[config.mk]
export PLATFORM = sky130hd
export DESIGN_NAME = systolic_drain_collector
export DESIGN_NICKNAME = d
export VERILOG_FILES = /design/src/rtl/systolic_drain_collector.sv
export SDC_FILE = /design/constraint.sdc
export NUM_CORES = 2
export LEC_CHECK = 0
export ABC_AREA = 1
export BUFFER_PORTS_ARGS = -buffer_cell sky130_fd_sc_hd__buf_4
export CORE_MARGIN = 1
export CORE_UTILIZATION = 32
export CTS_CLUSTER_DIAMETER = 100
export DETAILED_ROUTE_END_ITERATION = 6
export PLACE_DENSITY = 0.54
export SLEW_MARGIN = 30
export SYNTH_ARGS = -nofsm -noshare
export SYNTH_HDL_FRONTEND = slang
export SYNTH_SLANG_ARGS = --single-unit
[constraint.sdc]
create_clock -name clk -period 10 [get_ports clk]
set_input_delay 2 -clock clk [delete_from_list [all_inputs] [get_ports clk]]
set_output_delay 2 -clock clk [all_outputs]
set_load 0.005 [all_outputs]
[src/rtl/systolic_drain_collector.sv]
// Receives the systolic array's per-column en_down/data_down results, deskews them
// in one FIFO per column, and emits each completed row as a column-ordered stream.
module systolic_drain_collector #(
    parameter int unsigned DATA_WIDTH = 32,
    parameter int unsigned COLS       = 5,
    parameter int unsigned DEPTH      = 8
) (
    input  logic                         clk,
    input  logic                         rst,
    input  logic [COLS-1:0]              en_down,
    input  logic [DATA_WIDTH-1:0]        data_down [COLS],
    input  logic                         clear,
    output logic                         out_valid,
    input  logic                         out_ready,
    output logic [DATA_WIDTH-1:0]        out_data,
    output logic                         out_last,
    output logic [$clog2(DEPTH+1)-1:0]   row_count,
    output logic [COLS-1:0]              overflow,
    output logic                         busy
);

    localparam int unsigned PTR_W = $clog2(DEPTH);
    localparam int unsigned CNT_W = $clog2(DEPTH + 1);
    localparam int unsigned CW    = (COLS > 1) ? $clog2(COLS) : 1;
    localparam logic [CW-1:0]    LAST_COL = CW'(COLS - 1);
    localparam logic [CNT_W-1:0] FULL_CNT = CNT_W'(DEPTH);

    typedef enum logic {IDLE, SEND} state_t;

    state_t                state_q, state_d;
    logic [CW-1:0]         col_ptr_q, col_ptr_d;
    logic [DATA_WIDTH-1:0] mem_q [COLS][DEPTH];
    logic [PTR_W-1:0]      wptr_q [COLS];
    logic [PTR_W-1:0]      wptr_d [COLS];
    logic [PTR_W-1:0]      rptr_q [COLS];
    logic [PTR_W-1:0]      rptr_d [COLS];
    logic [CNT_W-1:0]      count_q [COLS];
    logic [CNT_W-1:0]      count_d [COLS];
    logic [CNT_W-1:0]      row_count_q, row_count_d;
    logic [COLS-1:0]       overflow_q, overflow_d;
    logic [COLS-1:0]       push, pop, nonempty;
    logic [DATA_WIDTH-1:0] head;
    logic                  flush;

    assign flush = rst | clear;

    // A full FIFO still accepts a push when its head is popped on the same edge.
    always_comb begin
        push       = '0;
        pop        = '0;
        nonempty   = '0;
        overflow_d = overflow_q;
        for (int unsigned j = 0; j < COLS; j++) begin
            wptr_d[j]   = wptr_q[j];
            rptr_d[j]   = rptr_q[j];
            count_d[j]  = count_q[j];
            nonempty[j] = (count_q[j] != '0);
            pop[j]      = (state_q == SEND) && out_ready && (col_ptr_q == CW'(j));
            push[j]     = en_down[j] && ((count_q[j] != FULL_CNT) || pop[j]);
            if (en_down[j] && !push[j]) overflow_d[j] = 1'b1;
            if (push[j]) wptr_d[j] = wptr_q[j] + PTR_W'(1);
            if (pop[j])  rptr_d[j] = rptr_q[j] + PTR_W'(1);
            case ({push[j], pop[j]})
                2'b10:   count_d[j] = count_q[j] + CNT_W'(1);
                2'b01:   count_d[j] = count_q[j] - CNT_W'(1);
                default: count_d[j] = count_q[j];
            endcase
        end
        row_count_d = count_d[0];
        for (int unsigned j = 1; j < COLS; j++) begin
            if (count_d[j] < row_count_d) row_count_d = count_d[j];
        end
    end

    always_comb begin
        state_d   = state_q;
        col_ptr_d = col_ptr_q;
        case (state_q)
            IDLE: begin
                if (&nonempty) begin
                    state_d   = SEND;
                    col_ptr_d = '0;
                end
            end
            SEND: begin
                if (out_ready) begin
                    if (col_ptr_q == LAST_COL) state_d = IDLE;
                    else                       col_ptr_d = col_ptr_q + CW'(1);
                end
            end
            default: state_d = IDLE;
        endcase
    end

    always_ff @(posedge clk) begin
        if (flush) begin
            state_q     <= IDLE;
            col_ptr_q   <= '0;
            overflow_q  <= '0;
            row_count_q <= '0;
            for (int unsigned j = 0; j < COLS; j++) begin
                wptr_q[j]  <= '0;
                rptr_q[j]  <= '0;
                count_q[j] <= '0;
            end
        end else begin
            state_q     <= state_d;
            col_ptr_q   <= col_ptr_d;
            overflow_q  <= overflow_d;
            row_count_q <= row_count_d;
            for (int unsigned j = 0; j < COLS; j++) begin
                wptr_q[j]  <= wptr_d[j];
                rptr_q[j]  <= rptr_d[j];
                count_q[j] <= count_d[j];
            end
        end
    end

    always_ff @(posedge clk) begin
        if (!flush) begin
            for (int unsigned j = 0; j < COLS; j++) begin
                if (push[j]) mem_q[j][wptr_q[j]] <= data_down[j];
            end
        end
    end

    always_comb begin
        head = '0;
        for (int unsigned j = 0; j < COLS; j++) begin
            if (col_ptr_q == CW'(j)) head = mem_q[j][rptr_q[j]];
        end
    end

    assign out_valid = (state_q == SEND);
    assign out_data  = out_valid ? head : '0;
    assign out_last  = out_valid && (col_ptr_q == LAST_COL);
    assign row_count = row_count_q;
    assign overflow  = overflow_q;
    assign busy      = out_valid || (|nonempty);

endmodule

* Word level (Yosys, flattened, before mapping)
Memories as Yosys holds them, arrays and structs flattened.
Cells that the tools add are included.
** Cells by class
- $add $sub $neg :: 21
- $lt $le $gt $ge :: 19
- Equality and inequality tests :: 22
- Muxes and demuxes :: 91
- Bitwise operators :: 27
- Reductions and logical operators :: 42
** Operators by type and width (count)
- 2-to-1 mux 256 bit :: 5
- 2-to-1 mux 32 bit :: 21
- binary-select mux 32 bit (select 3 bit) :: 5
- demux 32 bit (select 3 bit) :: 5
- 2-to-1 mux 3 bit :: 23
- greater-or-equal comparator 4 bit (second input constant) :: 10
- NOT 3 -> 4 bit :: 10
- case mux 4 bit (2 select lines) :: 5
- 2-to-1 mux 4 bit :: 9
- adder 3 x 1 -> 3 bit (second input constant) :: 11
- logical AND 1 bit :: 22
- adder 4 x 1 -> 4 bit (second input constant) :: 5
- < comparator 4 x 1 -> 1 bit (second input constant) :: 5
- inequality test 4 bit (second input constant) :: 5
- nonzero test 4 bit :: 5
- subtractor 4 x 1 -> 4 bit (second input constant) :: 5
- < comparator 4 bit :: 4
- 2-to-1 mux 1 bit :: 16
- bitwise OR 1 bit :: 16
- == test 2 x 1 -> 1 bit (second input constant) :: 5
- == test 2 bit (second input constant) :: 5
- == test 3 x 2 -> 1 bit (second input constant) :: 2
- logical OR 1 bit :: 6
- inequality test 2 bit (second input constant) :: 3
- other kinds (10) :: 14
** Word-level totals
- Bits in registers :: 13
- Bits in writable memories :: 1330
- Input port bits :: 169
- Output and inout port bits :: 44
- Word-level logic and storage cells :: 234
- Memories kept :: 4
** Memory list
- mem_q :: depth 5, width 256, rd ports 5, clocked after Yosys merged registers in 0, write ports 5, RTL line 32 : logic [DATA_WIDTH-1:0] mem_q [COLS][DEPTH];
- count_q :: depth 5, width 4, rd ports 5, clocked after Yosys merged registers in 0, write ports 5, RTL line 37 : logic [CNT_W-1:0] count_q [COLS];
- rptr_q :: depth 5, width 3, rd ports 5, clocked after Yosys merged registers in 0, write ports 5, RTL line 35 : logic [PTR_W-1:0] rptr_q [COLS];
- wptr_q :: depth 5, width 3, rd ports 5, clocked after Yosys merged registers in 0, write ports 5, RTL line 33 : logic [PTR_W-1:0] wptr_q [COLS];

* Logic depth before layout (Yosys ltp)
- Word-level depth :: 14
- Depth in mapped cells :: 47

* Worst setup path after synthesis
No wires, ideal clock.
- Path type :: input -> register
- Start point :: input port out_ready
- End point :: register row_count_q[3], in the netlist row_count[3]
- Library setup time :: 0.116 ns
- Arrival time :: 6.888 ns
- Slack :: 2.995 ns
- Stages :: 42
- Buffers on the path :: 0
- Cells stage by stage :: nand2_4 > nor2_1 > nor4_1 > nor2_1 > inv_1 > ha_1 > ha_1 > a21oi_1 > nand2_1 > or2_1 > nand3b_1 > nand2_1 > inv_1 > ha_1 > inv_1 > nand2_1 > nor2_2 > nand2_2 > [... 6 more ...] > nor2_1 > nand2_1 > inv_2 > nand2_2 > nand2_2 > o21ai_0 > ha_1 > nand2_1 > nand2_1 > nand2_2 > nand2_2 > nand2_1 > o21ai_1 > ha_1 > a21oi_1 > nand2_1 > o211ai_1 > inv_1
** Between the ends
- Word-level cells in the longest chain between the ends :: 14
** RTL lines
- start, declared :: RTL line 14 : input logic out_ready,
- logical AND 1 bit (*) (2 in a row) :: RTL line 58 : pop[j] = (state_q == SEND) && out_ready && (col_ptr_q == CW'(j));
- named net pop[0] :: RTL line 41 : logic [COLS-1:0] push, pop, nonempty;
- logical OR 1 bit :: RTL line 59 : push[j] = en_down[j] && ((count_q[j] != FULL_CNT) || pop[j]);
- logical AND 1 bit :: RTL line 59
- == test 2 x 1 -> 1 bit / == test 2 bit (equally long branches) :: RTL line 63 : case ({push[j], pop[j]})
- case mux 4 bit (2 select lines) (*) :: RTL line 63
- < comparator 4 bit :: RTL line 71 : if (count_d[j] < row_count_d) row_count_d = count_d[j];
- 2-to-1 mux 4 bit (*) :: RTL line 71
- < comparator 4 bit :: RTL line 71
- 2-to-1 mux 4 bit (*) :: RTL line 71
- < comparator 4 bit :: RTL line 71
- 2-to-1 mux 4 bit (*) :: RTL line 71
- < comparator 4 bit :: RTL line 71
- 2-to-1 mux 4 bit (*) :: RTL line 71
- end signal, assigned :: RTL line 110 : row_count_q <= row_count_d;
- end, declared :: RTL line 39 : logic [CNT_W-1:0] row_count_q, row_count_d;
The timed path passes the listed nets; every way through them passes the cells marked *.
A chain may end at the register's enable or synchronous reset.

==> summary.txt <==
RUN STATUS
------------------------------------------------------------------------------------
Run status ............................................................    completed

CRITICAL PATH
------------------------------------------------------------------------------------
Stages on the worst setup path ........................................           10
CP max stage cell ..................................................... sky130_fd_sc_hd__o31ai_1
R2R setup slack .......................................................      3.25 ns
Longest individual stage delay on the worst path ......................      0.83 ns
Critical path origin .................................................. rptr_q[0][3]$_SDFFE_PP0N_
CP Class ..............................................................   reg -> out
Data arrival time of the critical path ................................      5.20 ns
Crit-path most repeated cell .......................................... sky130_fd_sc_hd__buf_4
Combined buffer and inverter count along the critical path ............            3
Critical path's top delay family ...................................... compound AO/OA/AOI/OAI gates
CP Capture Type .......................................................  output port
Worst setup SP type ...................................................    flip-flop
CP cell instances ..................................................... buf_4 -> buf_4 -> nand2_1 -> nand2_1 -> a21oi_1 -> o311a_1 -> o21ai_0 -> a21oi_1 -> o31ai_1 -> buf_4
Path depth of the worst reg2reg path ..................................           44
Start of the worst register-to-register path .......................... col_ptr_q[0]$_SDFFE_PP0P_
Critical path destination .............................................  out_data[8]
Critical R2R Capture .................................................. row_count[0]$_SDFF_PP0_
Data required time at the worst endpoint ..............................      8.00 ns
Maximum fanout along the worst path ...................................           52

CLOCKING
------------------------------------------------------------------------------------
Hold bufs inserted after CTS ..........................................            0
Clock slew seen by the registers of the worst setup and hold paths ....      0.06 ns
Number of gates resized after cts .....................................            0
Clock Sink Count ......................................................        1,343
Depth of the CTS H-tree ...............................................            4
Clk_lat worst skew ....................................................      0.78 ns
Root buf cell ......................................................... sky130_fd_sc_hd__clkbuf_16
Deepest clock path buffer count .......................................            3
CTS tree ..............................................................        built
Clock buffer count from CTS ...........................................          143
Post-CTS setup buffers ................................................            0

FINAL LAYOUT
------------------------------------------------------------------------------------
Fill cell total of the finished layout ................................       15,900
Area growth syn-to-layout .............................................        16.3%
Utilization after layout ..............................................        37.5%
Final net count .......................................................        4,550
Area taken by flip-flops and latches ..................................  0.0397 mm^2
Share of post-route cells with drive strength above 1 .................        13.5%
Area taken by multi-input logic gates .................................  0.0131 mm^2

DRT
------------------------------------------------------------------------------------
DRC violations left ...................................................            0
Number of antenna-violating nets in the routed design .................            0
Overall routed net length .............................................   159,000 um
1st-pass router iterations ............................................            5
Final routed wire length divided by cell count ........................      23.9 um
Drt via density .......................................................         5.20
First DRT Iteration DRCs ..............................................        3,400
Via count .............................................................       34,600

STA
------------------------------------------------------------------------------------
Share of the clock period used by the worst path after layout .........        72.0%
F_max .................................................................      139 MHz
Measured slew at the worst slew-check pin .............................      1.09 ns
Clock Skews ...........................................................    0.0238 ns
Setup TNS .............................................................         0 ns
Post-route minimum period .............................................      7.20 ns
Number of hold-slack violations in the final timing report ............            0
Count of pins over their slew limit ...................................            0
Slew Limit Headroom ...................................................        26.9%
Setup repair after global routing missed its margin ...................        false
Setup-violating endpoint count in the final report ....................            0

YOSYS
------------------------------------------------------------------------------------
XOR/XNOR Fraction of Synth Area .......................................       0.225%
Flip-flop and latch count after synthesis .............................        1,343
Post-Syn Instances ....................................................        4,169
Proportion of synthesized flip-flops having asynchronous set or reset .           0%
Synth Area in Simple Gates ............................................        9.60%
Share of the yosys chip area belonging to registers ...................        73.7%
Number of flops mapped to enable cells by yosys .......................        1,280
Main combinational cell family by area after synthesis ................ compound AO/OA/AOI/OAI gates
Post-synthesis compound-gate area fraction ............................        12.7%
Most frequently used cell type in the post-synthesis netlist .......... sky130_fd_sc_hd__edfxtp_1
Post-synth design cell area ...........................................  0.0539 mm^2
Proportion of synthesized area in mux cells ...........................      0.0395%
Net count of the mapped netlist .......................................        4,382
Post-synth cell types .................................................           53
Cell types with the largest area share after synthesis ................ sky130_fd_sc_hd__edfxtp_1 (71%), sky130_fd_sc_hd__nand2_1 (5.2%), sky130_fd_sc_hd__a21oi_1 (4.0%)
Synth top area share ..................................................        71.4%
Adder and majority cell fraction of the synthesized area ..............        1.09%
Most frequently used flop master after synthesis ...................... sky130_fd_sc_hd__edfxtp_1
Syn avg cell area .....................................................    12.9 um^2
Top post-synthesis cells by count ..................................... sky130_fd_sc_hd__edfxtp_1 (1,280), sky130_fd_sc_hd__nand2_1 (741), sky130_fd_sc_hd__a21oi_1 (434)
Cell type with the highest aggregate area in the netlist .............. sky130_fd_sc_hd__edfxtp_1
Count of synthesis-stage warnings from yosys ..........................            0

POWER
------------------------------------------------------------------------------------
Power per standard cell area ..........................................  184 mW/mm^2
IR drop worst, VDD ....................................................     0.165 mV
Leakage dissipation ...................................................      21.3 nW

FLOORPLANNING
------------------------------------------------------------------------------------
Overall die area ......................................................   0.170 mm^2
Top-level port count ..................................................          213
Horiz. Die Dim ........................................................       412 um
Cell row count ........................................................          150
Starting density of the core ..........................................        32.2%
Die H .................................................................       412 um
Floorplan Core Area ...................................................   0.167 mm^2

GLOBAL ROUTING
------------------------------------------------------------------------------------
Antenna violations before repair ......................................           33
Global-route wire length before repair ................................   228,000 um
Total grt overflow ....................................................            0
Global routing usage summed across all routing layers .................        18.3%
Vias in the first global route ........................................       32,300
Maximum number of pins on one net before global-route repair ..........           90

PLACEMENT
------------------------------------------------------------------------------------
Routability Congestion ................................................        0.848
Port Buf Inserts ......................................................          212
HPWL after detailed placement .........................................    94,400 um

JOB
------------------------------------------------------------------------------------
Maximum Capacitance Violations ........................................            0

MIN PATH
------------------------------------------------------------------------------------
Kind of path behind the tightest hold check ...........................   reg -> reg

worst min-delay path: stages (launching register included):
cell and delay [ns]:
sky130_fd_sc_hd__dfxtp_1 0.31, sky130_fd_sc_hd__inv_1 0.04, sky130_fd_sc_hd__a21oi_1 0.05
cell usage in the layout, fill, tap and decap left out, types with 65 or more instances in the layout:
master | synthesis | routed
sky130_fd_sc_hd__a22oi_1 | 65 | 65
sky130_fd_sc_hd__nor2_1 | 320 | 279
sky130_fd_sc_hd__o21ai_0 | 297 | 293
sky130_fd_sc_hd__buf_4 | 0 | 293
sky130_fd_sc_hd__a21oi_1 | 434 | 434
sky130_fd_sc_hd__o221ai_1 | 98 | 98
sky130_fd_sc_hd__clkbuf_16 | 0 | 147
sky130_fd_sc_hd__nand3_1 | 164 | 164
sky130_fd_sc_hd__edfxtp_1 | 1280 | 1280
sky130_fd_sc_hd__inv_1 | 93 | 86
sky130_fd_sc_hd__nand2_1 | 741 | 741
metal layers:
layer  routed length (um)  global-route usage [%]  vias to the layer above  part of all wire [%]
met5                  218                       0                        -                  0.14
met4                 4890                    6.10                       32                   3.1
met3                10900                    3.84                      240                   6.9
met2                71500                    27.8                     1083                    45
met1                71300                    26.0                    17400                    45
li1                     -                       -                    15900                     -
stage by stage:
| stage | worst slack, ns | total power, mW | hold slack, ns | cells | area (um^2) |
|---|---|---|---|---|---|
| after floorplan | 3.00 | 6.44 | 0.447 | 4169 | 53900 |
| after global placement | 2.21 | 6.61 | 0.439 | 6395 | 58200 |
| after detailed placement | 2.06 | 6.62 | 0.442 | 6396 | 58200 |
| after CTS | 2.77 | 11.7 | 0.451 | 6653 | 62700 |
| after global routing | 2.25 | 11.9 | 0.506 | 6656 | 62700 |
| final | 2.80 | 11.6 | 0.450 | 6660 | 62700 |
area by class of cell:
| class | instances | area share (%) |
|---|---|---|
| Inverter | 108 | 0.669 |
| Antenna cell | 7 | 0.0279 |
| Clock inverter | 72 | 0.878 |
| Sequential cell | 1343 | 63.4 |
| Tap cell | 2204 | 4.40 |
| Timing Repair Buffer | 296 | 3.60 |
| Clock buffer | 185 | 6.16 |
| Multi-Input combinational cell | 2445 | 20.9 |
report_power, final:
| group | internal [mW] | switching [mW] |
|---|---|---|
| logic | 0.101 | 0.199 |
| clock network | 2.86 | 2.19 |
| registers | 6.19 | 0.0124 |
| total | 9.15 | 2.40 |
how the worst min path moves through the flow:
| stage | slack, ns | start | cells after the start | end |
|---|---|---|---|---|
| floorplan | 0.45 | overflow[0]$_SDFFE_PP0P_ | 2 | overflow[0]$_SDFFE_PP0P_ |
| global placement | 0.44 | overflow[0]$_SDFFE_PP0P_ | 2 | overflow[0]$_SDFFE_PP0P_ |
| detailed placement | 0.44 | overflow[0]$_SDFFE_PP0P_ | 2 | overflow[0]$_SDFFE_PP0P_ |
| CTS | 0.45 | overflow[0]$_SDFFE_PP0P_ | 2 | overflow[0]$_SDFFE_PP0P_ |
| global route | 0.51 | overflow[0]$_SDFFE_PP0P_ | 2 | overflow[0]$_SDFFE_PP0P_ |
| finish | 0.45 | overflow[0]$_SDFFE_PP0P_ | 2 | overflow[0]$_SDFFE_PP0P_ |
cells by family (layout without fill, tap and decap cells):
family	count (synthesis)	in the layout
flops	1343	1343
fa+ha+maj	44	44
compound gates	1112	1112
buf+inv	381	661
other cells	0	7
mux	2	2
simple gates	1274	1274
xor+xnor	13	13
registers in the layout (all words and copies together), names as in the netlist:
signal / count
col_ptr_q: 3
count_q: 20
mem_q: 1280
out_valid: 1
overflow: 5
row_count: 4
rptr_q: 15
wptr_q: 15
No activity file was read; power rests on OpenSTA's default activity.
